<file path="config.mk">
export PLATFORM = sky130hd
export DESIGN_NAME = seq_det_scheduler
export DESIGN_NICKNAME = d
export VERILOG_FILES = /design/src/rtl/seq_det_pkg.sv /design/src/rtl/seq_det_rr_arbiter.sv /design/src/rtl/seq_det_scheduler.sv
export SDC_FILE = /design/constraint.sdc
export NUM_CORES = 1
export LEC_CHECK = 0
export CAP_MARGIN = 20
export CELL_PAD_IN_SITES_DETAIL_PLACEMENT = 1
export CELL_PAD_IN_SITES_GLOBAL_PLACEMENT = 1
export CORE_ASPECT_RATIO = 0.75
export CORE_MARGIN = 2
export CORE_UTILIZATION = 43
export DETAILED_ROUTE_END_ITERATION = 8
export PLACE_DENSITY_LB_ADDON = 0.1
export SLEW_MARGIN = 10
export SYNTH_ARGS = -nofsm -noshare
export SYNTH_HDL_FRONTEND = slang
export SYNTH_HIERARCHICAL = 1
export SYNTH_SLANG_ARGS = --single-unit
export TNS_END_PERCENT = 50
</file>
<file path="constraint.sdc">
create_clock -name clk -period 12.05 [get_ports clk]
set_clock_uncertainty 0.2 [all_clocks]
set_input_delay 3.0125 -clock clk [delete_from_list [all_inputs] [get_ports clk]]
set_output_delay 3.0125 -clock clk [all_outputs]
set_load 0.02 [all_outputs]
</file>
<file path="src/rtl/seq_det_pkg.sv">
// Shared constants, per-channel context type and helpers for the time-shared sequence detector.
// Optional match counters are enabled with the SEQ_DET_MATCH_CNT_EN macro (see seq_det_scheduler).
package seq_det_pkg;

    localparam int DEF_NUM_CH = 4;
    localparam int DEF_PAT_W  = 4;
    localparam logic [DEF_PAT_W-1:0] DEF_PATTERN = 4'b1011;
    localparam int CNT_W      = 8;
    localparam int CH_W       = $clog2(DEF_NUM_CH);

    // Context is sized for the largest supported pattern so one type serves every PAT_W.
    localparam int MAX_PAT_W  = 8;
    localparam int HIST_W     = MAX_PAT_W - 1;
    localparam int FILL_W     = $clog2(MAX_PAT_W);

    typedef struct packed {
        logic [HIST_W-1:0] hist;
        logic [FILL_W-1:0] fill;
    } ctx_t;

    function automatic logic [CNT_W-1:0] sat_inc(input logic [CNT_W-1:0] v);
        return (&v) ? v : v + 1'b1;
    endfunction

endpackage

</file>
<file path="src/rtl/seq_det_rr_arbiter.sv">
// Round-robin arbiter: one-hot grant searching upward from pointer+1, pointer moves to the
// granted index only when a grant is actually issued (en_i high and some request present).
module seq_det_rr_arbiter #(
    parameter int NUM_CH = 4,
    localparam int SEL_W = $clog2(NUM_CH)
) (
    input  logic              clk,
    input  logic              rst_n,
    input  logic              en_i,
    input  logic [NUM_CH-1:0] req_i,
    output logic [NUM_CH-1:0] gnt_o,
    output logic [SEL_W-1:0]  gnt_idx_o,
    output logic              accept_o
);

    logic [SEL_W-1:0] ptr_q, ptr_d;
    logic [SEL_W-1:0] idx;
    logic             found;

    always_comb begin
        int pos;
        pos   = 0;
        found = 1'b0;
        idx   = '0;
        for (int i = 1; i <= NUM_CH; i++) begin
            pos = (int'(ptr_q) + i) % NUM_CH;
            if (!found && req_i[SEL_W'(pos)]) begin
                found = 1'b1;
                idx   = SEL_W'(pos);
            end
        end
        gnt_o = '0;
        if (found && en_i) begin
            gnt_o[idx] = 1'b1;
        end
        accept_o  = found && en_i;
        gnt_idx_o = idx;
        ptr_d     = accept_o ? idx : ptr_q;
    end

    always_ff @(posedge clk) begin
        if (!rst_n) begin
            ptr_q <= SEL_W'(NUM_CH - 1);
        end else begin
            ptr_q <= ptr_d;
        end
    end

endmodule

</file>
<file path="src/rtl/seq_det_scheduler.sv">
// One Mealy pattern detector time-shared among NUM_CH bit streams via round-robin arbitration.
// Define SEQ_DET_MATCH_CNT_EN to add per-channel 8-bit saturating match counters on cnt_sel/cnt_out.
module seq_det_scheduler
    import seq_det_pkg::*;
#(
    parameter int NUM_CH = DEF_NUM_CH,
    parameter int PAT_W  = DEF_PAT_W,
    parameter logic [PAT_W-1:0] PATTERN = DEF_PATTERN,
    parameter int OVERLAP = 1,
    localparam int SEL_W = $clog2(NUM_CH)
) (
    input  logic              clk,
    input  logic              rst_n,
    input  logic              cfg_load,
    input  logic [PAT_W-1:0]  cfg_pattern,
    input  logic [NUM_CH-1:0] ch_valid,
    input  logic [NUM_CH-1:0] ch_bit,
    output logic [NUM_CH-1:0] ch_ready,
    output logic              match_valid,
    output logic [SEL_W-1:0]  match_ch,
    input  logic [SEL_W-1:0]  cnt_sel,
    output logic [CNT_W-1:0]  cnt_out
);

    logic             accept;
    logic [SEL_W-1:0] gnt_idx;

    // cfg_load blocks every grant so no bit is consumed while contexts are being cleared.
    seq_det_rr_arbiter #(.NUM_CH(NUM_CH)) u_arb (
        .clk       (clk),
        .rst_n     (rst_n),
        .en_i      (!cfg_load),
        .req_i     (ch_valid),
        .gnt_o     (ch_ready),
        .gnt_idx_o (gnt_idx),
        .accept_o  (accept)
    );

    ctx_t             ctx_q [NUM_CH];
    ctx_t             ctx_d [NUM_CH];
    logic [PAT_W-1:0] pattern_q, pattern_d;
    logic             match_valid_q, match_valid_d;
    logic [SEL_W-1:0] match_ch_q, match_ch_d;

    ctx_t             cur;
    logic             cur_bit;
    logic [PAT_W-1:0] window;
    logic             fill_full;
    logic             hit;

    always_comb begin
        cur       = ctx_q[gnt_idx];
        cur_bit   = ch_bit[gnt_idx];
        window    = {cur.hist[PAT_W-2:0], cur_bit};
        fill_full = (cur.fill == FILL_W'(PAT_W - 1));
        hit       = accept && fill_full && (window == pattern_q);
    end

    always_comb begin
        ctx_d         = ctx_q;
        pattern_d     = pattern_q;
        match_valid_d = 1'b0;
        match_ch_d    = match_ch_q;
        if (cfg_load) begin
            pattern_d = cfg_pattern;
            for (int i = 0; i < NUM_CH; i++) begin
                ctx_d[i] = '0;
            end
        end else if (accept) begin
            match_valid_d = hit;
            match_ch_d    = gnt_idx;
            if (hit && (OVERLAP == 0)) begin
                ctx_d[gnt_idx] = '0;
            end else begin
                ctx_d[gnt_idx].hist = HIST_W'(window[PAT_W-2:0]);
                if (!fill_full) begin
                    ctx_d[gnt_idx].fill = cur.fill + 1'b1;
                end
            end
        end
    end

    always_ff @(posedge clk) begin
        if (!rst_n) begin
            for (int i = 0; i < NUM_CH; i++) begin
                ctx_q[i] <= '0;
            end
            pattern_q     <= PATTERN;
            match_valid_q <= 1'b0;
            match_ch_q    <= '0;
        end else begin
            ctx_q         <= ctx_d;
            pattern_q     <= pattern_d;
            match_valid_q <= match_valid_d;
            match_ch_q    <= match_ch_d;
        end
    end

    assign match_valid = match_valid_q;
    assign match_ch    = match_ch_q;

`ifdef SEQ_DET_MATCH_CNT_EN
    logic [CNT_W-1:0] cnt_q [NUM_CH];
    logic [CNT_W-1:0] cnt_d [NUM_CH];

    always_comb begin
        cnt_d = cnt_q;
        if (cfg_load) begin
            for (int i = 0; i < NUM_CH; i++) begin
                cnt_d[i] = '0;
            end
        end else if (hit) begin
            cnt_d[gnt_idx] = sat_inc(cnt_q[gnt_idx]);
        end
    end

    always_ff @(posedge clk) begin
        if (!rst_n) begin
            for (int i = 0; i < NUM_CH; i++) begin
                cnt_q[i] <= '0;
            end
        end else begin
            cnt_q <= cnt_d;
        end
    end

    // Selects beyond the last channel (non-power-of-two NUM_CH) read as zero.
    always_comb begin
        cnt_out = '0;
        if ({1'b0, cnt_sel} < (SEL_W + 1)'(NUM_CH)) begin
            cnt_out = cnt_q[cnt_sel];
        end
    end
`else
    logic unused_cnt_sel;
    assign unused_cnt_sel = ^cnt_sel;
    assign cnt_out        = '0;
`endif

endmodule

</file>
Word-level counts from Yosys, hierarchy flattened
Index checks and enable logic that the tools add are counted.

Bits in registers: 49. Input bits: 17. Output and inout bits: 15. Word-level logic and storage cells: 81.

$add $sub $neg: 5. Order comparisons: 8. Equal/unequal tests: 2. Muxes and demuxes: 35. Bitwise gates (word level): 4. Reduce and logical (&&, ||, !) cells: 15.

Operators with widths (count): 40-bit bitwise mux (2); 10-bit demux with 2-bit select (2); 40-bit 2-to-1 mux (1); 10-bit binary-select mux with 2-bit select (1); 2-bit by 4-bit < comparator with 1-bit output (second input constant) (4); 1-bit 2-to-1 mux (14); 6-bit 2-to-1 mux (2); 1-bit binary-select mux with 2-bit select (5); 10-bit 2-to-1 mux (1); 1-bit logical AND (8); 2-bit 2-to-1 mux (4); 2-bit by 1-bit adder with 2-bit output (second input constant) (2); 2-bit adder (second input constant) (2); 4-bit equality test (1); 1-bit zero test (4); 4-bit 2-to-1 mux (1); 3-bit by 1-bit adder with 3-bit output (second input constant) (1); 3-bit by 2-bit equality test with 1-bit output (second input constant) (1); 3-bit greater-or-equal comparator (second input constant) (1); 2-bit by 3-bit < comparator with 1-bit output (second input constant) (1); 3-bit by 1-bit < comparator with 1-bit output (second input constant) (1); 3-bit 2-to-1 mux (1); 1-bit inverter (3); 2-bit inverter with 3-bit output (1); other kinds (5) (5).

Depth between registers and ports, before layout
Gate-level depths: netlist (run 1).

Depth in word-level cells: 22. Mapped depth: 13. Depth with buffers taken out: 10.

Hierarchy
Netlist (run 1), hierarchy kept.

Modules (own cells, without submodules): seq_det_scheduler (instances 1, cells each 154, area an instance 1530.2 um^2, sequential area each 620.6 um^2); seq_det_rr_arbiter (instances 1, cells each 30, area an instance 246.5 um^2, sequential area each 40.0 um^2).

Worst setup path after synthesis (run 1)
Ideal clock, no wire load.

Path kind: input-to-output. From: input port ch_valid[0]. To: output port ch_ready[3]. Arrival time: 4.013 ns. Data required time: 8.837 ns. Path slack: 4.825 ns. Cell stages on the path: 4. Buffers on the path: 0. Path through: a21o_2 a31oi_2 nand2_1 nor2b_1.

Longest elaborated chain between the ends: 18. Elaborated cells between the ends (all ways): 33. Those cells by class: order compare: 2; mux: 23; reduce/logical: 8.

RTL lines: start, declared (RTL line seq_det_scheduler.sv:16) `input logic [NUM_CH-1:0] ch_valid,`; 1-bit binary-select mux with 2-bit select (RTL line seq_det_rr_arbiter.sv:27) `if (!found && req_i[SEL_W'(pos)]) begin`; 1-bit 2-to-1 mux (not written as such) (2 in a row) (RTL line seq_det_rr_arbiter.sv:27); 1-bit 2-to-1 mux (RTL line seq_det_rr_arbiter.sv:27); 1-bit zero test (RTL line seq_det_rr_arbiter.sv:27); 1-bit logical AND (RTL line seq_det_rr_arbiter.sv:27); 1-bit 2-to-1 mux (RTL line seq_det_rr_arbiter.sv:27); 1-bit zero test (RTL line seq_det_rr_arbiter.sv:27); 1-bit logical AND (RTL line seq_det_rr_arbiter.sv:27); (+2 left out); 1-bit logical AND (RTL line seq_det_rr_arbiter.sv:27); 2-bit 2-to-1 mux * (RTL line seq_det_rr_arbiter.sv:27); named net gnt_idx[1] (RTL line seq_det_scheduler.sv:26) `logic [SEL_W-1:0] gnt_idx;`; 2-bit by 3-bit < comparator with 1-bit output (not written as such) or 2-bit by 1-bit greater-or-equal comparator with 1-bit output (tied branches) (RTL line seq_det_rr_arbiter.sv:34) `gnt_o[idx] = 1'b1;`; 1-bit logical AND (not written as such) (RTL line seq_det_rr_arbiter.sv:34); 1-bit 2-to-1 mux (not written as such) (RTL line seq_det_rr_arbiter.sv:34); 1-bit demux with 2-bit select *; 4-bit 2-to-1 mux * (RTL line seq_det_rr_arbiter.sv:33) `if (found && en_i) begin`; end, declared (RTL line seq_det_scheduler.sv:18) `output logic [NUM_CH-1:0] ch_ready,`.

Mark *: on every way through the listed nets, which the timed path passes. The rest lies on a longest branch. The select of a mux whose other input is x is not followed.

Final worst setup path (run 1)
From: input port ch_valid[1]. To: output port ch_ready[1].

Same word-level chain as after synthesis.

==> results.toml, run 1 <==
[outcome]
status = "completed"

[logic_synthesis]
synth_edf_count = 0
synth_seq_cells = 33
ys.flop_type = "dfxtp_1"
synthesis.area_um2 = 1777
ys_top_cells_by_area = "dfxtp_1 37%, mux2i_1 11%, mux4_2 8.9%, nor2_1 4.4%, nand2_1 3.8%"
yosysWarnings = 6
ys_seq_area_frac = 0.3718
yosysTopAreaCell = "dfxtp_1"
async_flop_share = 0
synth_top_area_share = 0.3718
syn_avg_cell_area_um2 = 9.656
ys_types = 36
syn-instance-count = 184

[clock_tree]
clkSinkCount = 33
cts_tree = "done"
cts-root-buf = "clkbuf_8"
post_cts_resize_count = 0
cts_hold_buffers = 0
cts_setup_buffers = 0
numCtsBuffers = 5
htree_levels = 2
clk_latency_ns = 0.27
clkSlewWorstSetupHoldPaths_ns = 0.06
cts_buffer_depth = 2

[critical_path]
critical_path_class = "primary input to output pin"
crit_family = "buffers and inverters"
crit-reg2reg-launch = "u_arb/ptr_q[1]$_SDFFE_PN1P_"
crit_required_ns = 8.84
crit_buf_inv = 3
critPathMaxStageDelay_ns = 0.61
cpMostUsedCell = "clkdlybuf4s50_1"
arrival_ns = 5.31
critPathMaxFanout = 24
worst_r2r_endpoint = "ctx_q[10]$_SDFFE_PP0P_"
rrSetupSlack_ns = 8.32
cp-end-kind = "output pin"
reg2reg_depth = 11
slowest_stage = "clkdlybuf4s50_1"
cp-start-kind = "primary input"
crit_chain = "clkdlybuf4s50_1 -> mux2i_1 -> o22ai_1 -> o21bai_2 -> buf_4 -> and3b_1 -> clkdlybuf4s50_1"
cp_num_cells = 7

[floorplanning]
die_area_um2 = 4667
initial_utilization = 0.4438
core_um2 = 4004
io_pins = 32
dieHeight_um = 59.67
die_w_um = 78.23
rows = 20

[finish]
drive_gt1_frac = 0.1232
syn_to_final_growth_pct = 16.41
n_antenna_cell = 0
fin_area_um2 = 2068
fin_nets = 223

[min_path]
hp-class = "flip-flop to flip-flop"
hold_path_depth = 2
hp-start = "ctx_q[15]$_SDFFE_PP0P_"
whs_endpoint = "ctx_q[15]$_SDFFE_PP0P_"

[detailed_routing]
num_vias = 1373
ant_nets = 0
wl_per_cell_um = 15.67
drc = 0
drt_pre_antenna_iters = 4
via_per_inst = 5.322
drt_iter0_drc = 60
wl_mm = 4.044

[timing]
holdWs_ns = 0.2619
tightestPinTransition_ns = 0.9275
max_freq_ghz = 0.1174
finalCritPeriodShare = 0.7071
hold_violations = 0
drv_slew = 0
rsz0062_at_grt = "no"
period_needed_ns = 8.520
setup_tns_ns = 0
slew_headroom = 0.3802
fin_ws_ns = 3.530
setup_viol_count_final = 0

[flow_run]
max_cap_viol_count = 0

[grt]
grt_use_total = 0.1920
grt_pass1_wl_mm = 6.748
antenna_found_initial = 0
grt_pass1_vias = 1374
grt_max_degree = 27
overflow = 0

[power]
comb_power_share = 0.197
p_leak_nw = 0.7560
p_sw_w = 0.00006563
power_frac_clock = 0.334
p_seq_frac = 0.469
internal_power_w = 0.0001781
powerDensity_nw_per_um2 = 117.9
p_sw_frac = 0.2692
irDropWorstVdd_mv = 0.04944

[placed_design]
dp_slack_ns = 3.554
portBuffers = 21
placed_area_um2 = 1982
routabilityCongestion = 0.7664
place_hpwl_mm = 2.992
[sequential cells by signal, summed over array words and instances (netlist names)]
register	flops
u_arb/ptr_q	2
ctx_q	24
pattern_q	4
match_ch	2
match_valid	1
[synthesized netlist by cell type (2+ instances only)]
cell type	count
nor2b_1	6
nand4b_1	5
clkbuf_1	6
nand2b_1	6
nor3b_2	2
nor3_1	3
nor2_1	21
ha_1	3
nand4_1	3
nand2_1	18
buf_2	2
a21oi_1	12
inv_1	2
nand3b_1	3
xnor2_1	3
nor3_2	2
buf_6	2
mux2i_1	20
nand3_1	3
buf_4	8
mux4_2	7
dfxtp_1	33
[power by group through the flow]
stage	combinational [W]	clock, W	sequential, W
2_1_floorplan	0.0000367	0	0.000116
3_3_place_gp	0.0000471	0	0.000116
3_5_place_dp	0.0000482	0	0.000117
4_1_cts	0.0000484	0.0000847	0.000114
5_1_grt	0.0000522	0.0000899	0.000115
6_report	0.0000479	0.0000815	0.000114
[metrics by stage]
stage / std cells / util / total power (W)
after global placement: 251 / 0.4950 / 0.0001633
final: 258 / 0.5166 / 0.0002438
after floorplan: 191 / - / 0.0001525
after CTS: 258 / 0.5166 / 0.0002475
after global routing: 258 / 0.5166 / 0.0002567
after detailed placement: 251 / 0.4950 / 0.0001649
[how the worst max path moves through the flow]
stage / from / end / slack, ns
6_report: ch_valid[1] / ch_ready[1] / 3.53
5_1_grt: ch_valid[1] / ch_ready[1] / 3.42
4_1_cts: ch_valid[1] / ch_ready[1] / 3.54
3_5_place_dp: ch_valid[1] / ch_ready[1] / 3.55
3_3_place_gp: ch_valid[3] / ch_ready[1] / 3.63
2_1_floorplan: ch_valid[0] / ch_ready[3] / 4.82
[layer usage]
metal	GRT usage	vias up	routed length, um
li1	-	665	-
met1	0.2602	673	1983
met2	0.3042	33	1835
met3	0.05891	2	207
met4	0.04762	0	18
met5	0	-	0
[final cells by class]
cell class | count | area (um^2)
multi-input combinational | 137 | 1016
timing repair buffer | 23 | 225.2
inverter | 3 | 11.26
tap | 55 | 68.82
clock buffer | 7 | 86.33
fill | 477 | 1936
sequential | 33 | 660.6
[tightest hold or removal path, stage by stage (launching register included)]
cell	delay [ns]
dfxtp_1	0.31
nand2_1	0.05
a21oi_1	0.06
[placed cells by master (no fill, tap or decap), types with 2 or more instances in the layout]
cell type | netlist | final
nor2_1 | 21 | 21
clkbuf_8 | 0 | 6
nand3_1 | 3 | 3
nand2_1 | 18 | 18
a21oi_1 | 12 | 12
nand2b_1 | 6 | 6
ha_1 | 3 | 3
nand4_1 | 3 | 3
nor3b_2 | 2 | 2
nor3_1 | 3 | 3
inv_1 | 2 | 2
conb_1 | 1 | 8
clkdlybuf4s50_1 | 0 | 21
nor3_2 | 2 | 2
mux4_2 | 7 | 7
buf_4 | 8 | 2
dfxtp_1 | 33 | 33
mux2i_1 | 20 | 20
xnor2_1 | 3 | 3
nand4b_1 | 5 | 5
nand3b_1 | 3 | 3
nor2b_1 | 6 | 6
[cells by family (layout without fill, tap and decap cells)]
logic type                 count (synthesis)  count (layout)  share of synthesized area
DFF                                       33              33                     0.3718
and+or+nand+nor                           76              76                     0.2345
other                                      1               8                   0.002111
adders and majority gates                  3               3                    0.02113
AOI/OAI and AO/OA                         19              19                    0.07817
xor gates and xnor gates                   4               4                    0.01972
buffers and inverters                     21              33                    0.07113
muxes                                     27              27                     0.2014
Power figures use the tool's default switching activity.
==> run 2: changes to the inputs <==
CORE_UTILIZATION = 36   (was 43)
clock period = 7.5 ns   (was 12.05 ns; I/O delays follow)
==> run 2 against run 1 <==
Non-clock buffer count did not move. Via count fell by 2.8%. Final area rose by 0.12%. Count of clock-buffer cells in the layout fell by 1. Setup slack got worse by 2.3 ns. Utilization fell by 8.7 points. Sequential share of layout area barely moved. Critical endpoint is now ch_ready[3].
==> results.toml, run 2 (synthesized netlist as in run 1, its figures left out) <==
[floorplanning]
initial_utilization = 0.3688
dieHeight_um = 64.84
rows = 22
io_pins = 32
die_area_um2 = 5519
core_um2 = 4817
die_w_um = 85.12

[clock_tree]
clk_latency_ns = 0.28
cts_setup_buffers = 0
cts-root-buf = "clkbuf_8"
clkSinkCount = 33
clkSlewWorstSetupHoldPaths_ns = 0.07
htree_levels = 2
post_cts_resize_count = 0
cts_hold_buffers = 0
cts_buffer_depth = 2
cts_tree = "done"
numCtsBuffers = 5

[critical_path]
reg2reg_depth = 11
critPathLaunch = "ch_valid[3]"
crit_required_ns = 5.43
critPathMaxFanout = 11
cp-start-kind = "primary input"
rrSetupSlack_ns = 3.76
worst_r2r_endpoint = "ctx_q[11]$_SDFFE_PP0P_"
crit-reg2reg-launch = "u_arb/ptr_q[1]$_SDFFE_PN1P_"
cp-end-kind = "output pin"
endpoint = "ch_ready[3]"
critical_path_class = "primary input to output pin"
arrival_ns = 4.17

[grt]
grt_use_total = 0.1580
grt_max_degree = 26
overflow = 0
grt_pass1_vias = 1377
grt_pass1_wl_mm = 6.748
antenna_found_initial = 0

[timing]
max_freq_ghz = 0.1601
setup_viol_count_final = 0
drv_slew = 0
tightestPinTransition_ns = 0.9049
holdWs_ns = 0.2574
rsz0062_at_grt = "no"
period_needed_ns = 6.247
hold_violations = 0
finalCritPeriodShare = 0.8329
setup_tns_ns = 0
slew_headroom = 0.3953

[detailed_routing]
wl_per_cell_um = 15.51
drt_iter0_drc = 48
wl_mm = 4.095
via_per_inst = 5.057
drc = 0
ant_nets = 0
drt_pre_antenna_iters = 4
num_vias = 1335

[outcome]
status = "completed"

[finish]
top_regs = "ctx_q (24), pattern_q (4)"
syn_to_final_growth_pct = 16.55
regMostFlops = "ctx_q"
n_antenna_cell = 0
fin_nets = 223
most-common-layout-cells = "33 x dfxtp_1, 21 x nor2_1, 21 x clkdlybuf4s50_1"
largest_reg_flops = 24
layout_commonest_cell = "dfxtp_1"
drive_gt1_frac = 0.1275

[placed_design]
portBuffers = 21
place_hpwl_mm = 2.987
routabilityCongestion = 0.7515

[power]
irDropWorstVdd_mv = 0.07080
p_leak_nw = 0.7566
powerDensity_nw_per_um2 = 188.4

[min_path]
hp-class = "flip-flop to flip-flop"

[flow_run]
max_cap_viol_count = 0
run 2: cell type report:
cell class / count / area, um^2
Fill cell: 551 / 2746
Multi-Input combinational cell: 137 / 1016
Sequential cell: 33 / 660.6
Timing Repair Buffer: 23 / 225.2
Tap cell: 60 / 75.07
Clock buffer: 6 / 72.57
Inverter: 3 / 11.26
Clock inverter: 2 / 10.01
run 2: through the flow:
step	area (um^2)	std cells	total power [W]	setup WS, ns	utilization
final	2071	264	0.0003902	1.253	0.4299
after global routing	2071	264	0.0004099	1.117	0.4299
after CTS	2071	264	0.0003954	1.252	0.4299
after detailed placement	1988	256	0.0002657	1.258	0.4127
after global placement	1988	256	0.0002626	1.319	0.4127
after floorplan	1803	191	0.0002450	2.550	-
run 2: how the worst min path moves through the flow:
| stage | startpoint | endpoint | slack [ns] | cells past startpoint |
|---|---|---|---|---|
| global route | ctx_q[15]$_SDFFE_PP0P_ | ctx_q[15]$_SDFFE_PP0P_ | 0.28 | 2 |
| detailed placement | ctx_q[15]$_SDFFE_PP0P_ | ctx_q[15]$_SDFFE_PP0P_ | 0.25 | 2 |
| floorplan | ctx_q[15]$_SDFFE_PP0P_ | ctx_q[15]$_SDFFE_PP0P_ | 0.23 | 2 |
| CTS | ctx_q[15]$_SDFFE_PP0P_ | ctx_q[15]$_SDFFE_PP0P_ | 0.26 | 2 |
| finish | ctx_q[15]$_SDFFE_PP0P_ | ctx_q[15]$_SDFFE_PP0P_ | 0.26 | 2 |
| global placement | ctx_q[15]$_SDFFE_PP0P_ | ctx_q[15]$_SDFFE_PP0P_ | 0.25 | 2 |
run 2: where the power goes:
group,internal (W),switching (W)
Clock,0.0000643,0.0000649
Sequential,0.000179,0.00000394
Combinational,0.0000340,0.0000437
run 2: per-layer routing:
layer | vias to the layer above | GRT usage | part of all wire | wire length (um)
met5 | - | 0 | 0 | 0
met4 | 0 | 0.05952 | 0.012 | 49
met3 | 5 | 0.04331 | 0.042 | 174
met2 | 26 | 0.2236 | 0.42 | 1737
met1 | 640 | 0.2267 | 0.52 | 2133
li1 | 664 | - | - | -
run 2: worst max-delay path: stages:
cell	delay, ns
clkdlybuf4s50_1	0.61
nand3b_1	0.13
a31oi_2	0.59
nand2_1	0.21
nor2b_1	0.15
clkdlybuf4s50_1	0.61
==> run 3: changes to the inputs <==
clock period = 5.5 ns   (was 7.5 ns; I/O delays follow)
==> run 3 against run 2 <==
Sequential share of layout area fell by 0.23 points. Count of clock-buffer cells in the layout stayed put. Critical path depth is the same. Clock power is 39% higher. Flip-flop and latch count did not move. Die area did not move. Register-to-register slack got worse by 1.7 ns. First-iteration DRC count fell by 50%.
==> results.toml, run 3 (synthesized netlist as in run 1, its figures left out) <==
[outcome]
status = "completed"

[finish]
syn_to_final_growth_pct = 17.39
fin_util = 0.4330
n_antenna_cell = 0
regMostFlops = "ctx_q"
most-common-layout-cells = "33 x dfxtp_1, 21 x nor2_1, 21 x clkdlybuf4s50_1"
drive_gt1_frac = 0.1359
top_regs = "ctx_q (24), pattern_q (4)"
n_fill_cell = 547
layout_commonest_cell = "dfxtp_1"
largest_reg_flops = 24
fin_nets = 225

[detailed_routing]
via_per_inst = 4.970
drc = 0
wl_per_cell_um = 14.96
wl_mm = 3.980
ant_nets = 0
drt_iter0_drc = 24
drt_pre_antenna_iters = 4
num_vias = 1322

[clock_tree]
clk_latency_ns = 0.28
clkSinkCount = 33
cts_hold_buffers = 0
cts_setup_buffers = 0
post_cts_resize_count = 0
cts-root-buf = "clkbuf_8"
cts_tree = "done"
numCtsBuffers = 5
htree_levels = 2
clkSlewWorstSetupHoldPaths_ns = 0.07
cts_buffer_depth = 2

[critical_path]
arrival_ns = 3.44
cp-start-kind = "primary input"
cp-end-kind = "output pin"
critical_path_class = "primary input to output pin"
critPathMaxFanout = 8
crit_required_ns = 3.92

[floorplanning]
die_area_um2 = 5519
rows = 22
dieHeight_um = 64.84
initial_utilization = 0.3688
die_w_um = 85.12
io_pins = 32
core_um2 = 4817

[timing]
rsz0062_at_grt = "no"
setup_viol_count_final = 0
drv_slew = 0
finalCritPeriodShare = 0.9126
max_freq_ghz = 0.1992
period_needed_ns = 5.019
setup_tns_ns = 0
tightestPinTransition_ns = 0.9070
hold_violations = 0
slew_headroom = 0.3939

[flow_run]
max_cap_viol_count = 0

[power]
powerDensity_nw_per_um2 = 256.9
p_leak_nw = 0.7665
power_w = 0.0005357
irDropWorstVdd_mv = 0.1060

[grt]
grt_pass1_vias = 1438
overflow = 0
antenna_found_initial = 0
grt_pass1_wl_mm = 6.796
grt_max_degree = 26
grt_use_total = 0.1585

[min_path]
hp-class = "flip-flop to flip-flop"

[placed_design]
routabilityCongestion = 0.7317
place_hpwl_mm = 2.990
portBuffers = 21
[run 3: changes by cell type in the layout (fill, tap and decap cells not counted), sizes merged]
cell,change
buf,+2
[run 3: power by group]
group          switching [W]  internal (W)  total, W
clock              0.0000910     0.0000877  0.000179
sequential        0.00000526      0.000245  0.000250
combinational      0.0000591     0.0000481  0.000107
total               0.000155      0.000380  0.000536
[run 3: worst paths after layout]
check                                    from                endpoint  slack (ns)  depth (start not counted)
setup / recovery                  ch_valid[3]             ch_ready[1]        0.48                          6
hold / removal         ctx_q[13]$_SDFFE_PP0P_  ctx_q[13]$_SDFFE_PP0P_        0.27                          2
setup reg to reg  u_arb/ptr_q[1]$_SDFFE_PN1P_  ctx_q[11]$_SDFFE_PP0P_        2.03                         10
hold reg to reg        ctx_q[13]$_SDFFE_PP0P_  ctx_q[13]$_SDFFE_PP0P_        0.27                          2
[run 3: final cells by class]
cell class                 instances  area (um^2)  area share
clock inverter                     2        10.01    0.004799
sequential                        33        660.6      0.3167
timing repair buffer              25        240.2      0.1152
inverter                           3        11.26    0.005399
multi-input combinational        137         1016      0.4871
clock buffer                       6        72.57     0.03479
tap                               60        75.07     0.03599
[run 3: metrics by stage]
| step | setup slack (ns) | instances | instance area (um^2) | hold WS [ns] |
|---|---|---|---|---|
| floorplan | 1.249 | 191 | 1803 | 0.2331 |
| global placement | 0.4926 | 258 | 2003 | 0.2420 |
| detailed placement | 0.4254 | 258 | 2003 | 0.2651 |
| CTS | 0.4288 | 266 | 2086 | 0.2748 |
| global route | 0.3291 | 266 | 2086 | 0.2934 |
| finish | 0.4810 | 266 | 2086 | 0.2683 |
[run 3: critical path, stage by stage]
cell and delay [ns]:
clkdlybuf4s50_1 0.60, nand2b_1 0.12, a21boi_1 0.15, o21bai_2 0.39, and3b_1 0.22, clkdlybuf4s50_1 0.60
[run 3: per-layer routing]
layer	track usage	vias up	wire, um
met3	0.05478	5	195
met1	0.2193	620	2096
met4	0.03770	0	29
li1	-	666	-
met5	0	-	0
met2	0.2373	31	1659
